## config.mk

```make
export PLATFORM = sky130hd
export DESIGN_NAME = cpu_register_file
export DESIGN_NICKNAME = d
export VERILOG_FILES = /design/src/rtl/cpu_register_file.sv
export SDC_FILE = /design/constraint.sdc
export NUM_CORES = 2
export LEC_CHECK = 0
export CAP_MARGIN = 20
export CORE_MARGIN = 2
export CORE_UTILIZATION = 50
export DETAILED_ROUTE_END_ITERATION = 10
export PLACE_DENSITY = 0.77
export SLEW_MARGIN = 20
export SYNTH_ARGS = -nofsm -noshare
export SYNTH_HDL_FRONTEND = slang
export SYNTH_SLANG_ARGS = --single-unit
```

## constraint.sdc

```tcl
create_clock -name clk -period 4.16 [get_ports clk]
set_clock_uncertainty 0.2 [all_clocks]
set_input_delay 0.832 -clock clk [delete_from_list [all_inputs] [get_ports clk]]
set_output_delay 0.832 -clock clk [all_outputs]
set_load 0.05 [all_outputs]
```

## src/rtl/cpu_register_file.sv

```systemverilog
// 32 x 32-bit integer register file: two combinational read ports (A, B),
// one clocked write port (D), x0 hardwired to zero, async active-low clear.
module cpu_register_file #(
  parameter int unsigned DATA_WIDTH = 32,
  parameter int unsigned ADDR_WIDTH = 5
) (
  input  logic                  clk,
  input  logic                  reset,
  input  logic                  register_load,
  input  logic [ADDR_WIDTH-1:0] address_A,
  input  logic [ADDR_WIDTH-1:0] address_B,
  input  logic [ADDR_WIDTH-1:0] address_D,
  input  logic [DATA_WIDTH-1:0] bus_D,
  output logic [DATA_WIDTH-1:0] bus_A,
  output logic [DATA_WIDTH-1:0] bus_B
);

  localparam int unsigned DEPTH = 2 ** ADDR_WIDTH;

  logic [DATA_WIDTH-1:0] regs_q [DEPTH];
  logic                  wr_en_c;

  // x0 is never written, so its storage stays at the reset value of zero
  assign wr_en_c = register_load && (address_D != '0);

  always_ff @(posedge clk or negedge reset) begin
    if (!reset) begin
      for (int unsigned i = 0; i < DEPTH; i++) begin
        regs_q[i] <= '0;
      end
    end else if (wr_en_c) begin
      regs_q[address_D] <= bus_D;
    end
  end

  // Explicit zero on address 0 keeps reads of x0 independent of storage
  assign bus_A = (address_A == '0) ? '0 : regs_q[address_A];
  assign bus_B = (address_B == '0) ? '0 : regs_q[address_B];

endmodule

```

# == Word-level counts from Yosys, hierarchy flattened ==
# Cells that the tools add are included.
# word_totals
reg_bits,1024
latch_bits,0
mem_bits_rw,0
romBits,0
n_memories,0
# op_classes
addsub,0
n_mul,0
n_div,0
magnitude_cmp,4
eq_ne,0
shifts,0
mux,11
bitwise_logic,3
n_reduce_logical,5
# ops
cell,count
$bwmux 1024,1
$bmux 32 s5,2
$mux 32,7
$demux 32 s5,1
$ge 6x6->1 const B,3
$not 5->6,3
$logic_not 5->1,2
$lt 6x1->1 const B,1
$reduce_bool 5->1,1
$logic_and 1x1->1,2

# == Depth between registers and ports, before layout ==
# logic_depth
word_depth,6
mapped_depth,7
depth_no_buf,4

# == Worst setup path before layout ==
# Ideal clock, no wire load.
# synth_timing
path_kind,input port to output port
from,input port address_A[0]
to,output port bus_A[14]
t_arrival_ns,3.194
required_time_ns,3.128
slack_ns,-0.066
cell_stages,7
path_cell_list,buf_2 inv_1 buf_2 buf_2 clkbuf_1 o2111ai_1 a311oi_1
# synth_via
elab_chain_cells,5
word_cells_on_any_way,6
classes_between,mux (4); bitwise (1); reduce/logical (1)
# synth_lines
element,line_no,source
from (decl),10,"input logic [ADDR_WIDTH-1:0] address_A,"
$not 5->6 (implied by the code),37,assign bus_A = (address_A == '0) ? '0 : regs_q[address_A];
$bmux 32 s5,37,
$mux 32 (implied by the code) (2 in a row),37,
$mux 32 (*),37,
to (decl),14,"output logic [DATA_WIDTH-1:0] bus_A,"
# Mark *: on every way between the ends. The rest lies on a longest branch, timed or not. The select of a mux whose other input is x is not followed.

# == Worst setup path after layout ==
# layout_timing
from,input port address_A[0]
to,output port bus_A[22]
# The elaborated chain is that of the path after synthesis.

==> flow_metrics.tcl <==
set metrics [dict create \
    crit_type "input pin to output port" \
    syn_to_final_growth_pct 16.5 \
    synthTopCellsByCount "1046 x mux2_2, 1024 x dfrtp_1, 448 x mux4_2" \
    fin_crit_ns 4.09 \
    cts_tree "built" \
    avgSynthCellArea_um2 15.0 \
    grt.overflow.total 0 \
    antenna_cells 0 \
    synthCells 3621 \
    holdPathStages 0 \
    grt_pass1_vias 37000 \
    route.met2.wl_um 79000 \
    nNetsFinal 3717 \
    viasPerCell 7.06 \
    final.period_utilization_pct 98.4 \
    holdWs_ns 0.191 \
    dpl.hpwl_um 104000 \
    max_slew.worst_pin.slew_ns 1.15 \
    ys_ff_latch 1024 \
    yosysTopAreaCell "dfrtp_1" \
    r2r_end "regs_q[665]$_DFFE_PN0P_" \
    totalWireLength_um 174000 \
    total_power_mw 30.4 \
    cts.path.max_buffers 3 \
    seq_area_um2 25600 \
    placed_cells 4961 \
    fp.dieH_um 334 \
    multi_input_area_um2 27400 \
    htree_levels 3 \
    synthFlopType "dfrtp_1" \
    m1WireLength_um 67100 \
    initial_core_util_pct 50.6 \
    cp-end-kind "output port" \
    yosysTopAreaCellShare_pct 47.1 \
    dr.max_layer_used "met5" \
    synthArstFlopShare_pct 100 \
    cp.arrival_ns 3.06 \
    cts_setup_buffers 0 \
    stdcell_count 5162 \
    status "complete, no violations" \
    antenna_found_initial 5 \
    top_regs "regs_q (1024)" \
    setup_violations 0 \
    rows 120 \
    gp_congestion 0.840 \
    met3_length_um 19600 \
    ys_seq_area_share_pct 47.1 \
    hold_path.class "flop to flop" \
    vias 36500 \
    clk_latency_ns 0.70 \
    grt_max_degree 97 \
    yosysWarnings 0 \
    start_kind "input pin" \
    rsz0062_at_grt "no" \
    largest_register_ffs 1024 \
    cp.required_ns 3.13 \
    rrSetupSlack_ns 3.13 \
    io_buffers 113 \
    synth-edff-count 0 \
    top_register "regs_q" \
    n_fill_cell 8051 \
    clk_pin_slew_ns 0.06 \
    reg2reg_from "regs_q[665]$_DFFE_PN0P_" \
    maxSlewHeadroom_pct 23.3 \
    globalRouteTotalUtil_pct 31.4 \
    holdPathEnd "regs_q[1009]$_DFFE_PN0P_" \
    drc 0 \
    fmax_mhz 244 \
    min_from "regs_q[1009]$_DFFE_PN0P_" \
    die_w_um 334 \
    yosysUniqueCellTypes 35 \
    synthTopCellsByArea "dfrtp_1 47%, mux2_2 22%, mux4_2 19%, mux2i_1 2.4%, buf_2 1.6%" \
    dpl-instance-area_um2 59500 \
    cts_root_buffer "clkbuf_16" \
    reg2regPathDepth 1 \
    design_area_um2 63300 \
    cellLeakagePower_nw 27.1 \
    hold_violations 0 \
    ios 114 \
    grt_pass1_wl_um 256000 \
    dieArea_um2 111000 \
    drive_gt1_share_pct 56.6 \
    first_iter_violations 3915 \
    ant_nets 0 \
    post_drt_wl_per_cell_um 33.7 \
    synth_area_um2 54400 \
    slew_violations 0 \
    utilization_pct 58.9 \
    core_area_um2 108000 \
    first_pass_iters 5 \
    path_max_fanout 18 \
    cts.sink_count 1024 \
    syn_nets 3671 \
    powerDensity_nw_per_um2 480 \
    cts-buffers-inserted 106 \
    yosysMostFrequentCell "mux2_2" \
    peakVddDrop_mv 0.336 \
    max_cap_viol_count 0 \
]
[worst max path at each step]
stage | start | to | cells after the start
floorplan | address_B[2] | bus_B[1] | 6
finish | address_A[0] | bus_A[22] | 7
global route | address_B[0] | bus_B[11] | 8
CTS | address_B[0] | bus_B[11] | 8
detailed placement | address_B[0] | bus_B[11] | 8
global placement | address_A[1] | bus_A[5] | 8
[cell usage in the layout (no fill, tap or decap), types with 64 or more instances in the layout]
cell type / instances
mux2i_1: 128
buf_4: 173
o21ai_0: 101
nor2b_1: 66
buf_12: 144
mux4_2: 448
a211oi_1: 64
clkbuf_16: 106
mux2_2: 1046
a22oi_1: 64
dfrtp_1: 1024
[kinds of logic after synthesis]
kind of cell,after synthesis,share of synthesized area (%)
buf+inv,434,3.63
compound gates,366,4.84
mux,1632,42.8
flops,1024,47.1
simple gates,165,1.61
[through the flow]
stage,TNS [ns],setup WS (ns)
2_1_floorplan,0,0.0217
3_3_place_gp,-0.00331,-0.00331
3_5_place_dp,0,0.0636
4_1_cts,0,0.0564
5_1_grt,0,0.00255
6_report,0,0.0666
[per-layer routing]
metal / up-vias / GRT usage, %
met5: - / 0
met4: 10 / 14.1
met3: 480 / 8.78
met2: 2211 / 47.2
met1: 19600 / 42.8
li1: 14100 / -
[timing repair]
item / 4_1_cts / 5_1_grt
endpoints found under the setup margin: 0 / 1
hold endpoints to repair: 6 / 0
resized for setup: 0 / 1
hold buffers: 1 / 0
[power by group]
| part | internal, mW | switching [mW] |
|---|---|---|
| clock network | 6.22 | 4.20 |
| registers | 11.9 | 1.43 |
| logic | 3.94 | 2.79 |
| total | 22.0 | 8.41 |
[worst max-delay path, stage by stage]
cell and delay, ns:
buf_6 0.25, buf_12 0.25, mux4_2 0.52, nor2b_1 0.14
a211oi_1 0.57, a311oi_2 0.19, buf_12 0.25
[layout make-up]
cell class	count	share of cell area [%]
Clock inverter	55	1.31
Inverter	2	0.0158
Timing Repair Buffer	370	7.45
Tap cell	1403	2.77
Clock buffer	145	4.77
Sequential cell	1024	40.5
Multi-Input combinational cell	2163	43.2
Note: power is estimated with default switching activity, not from simulation.
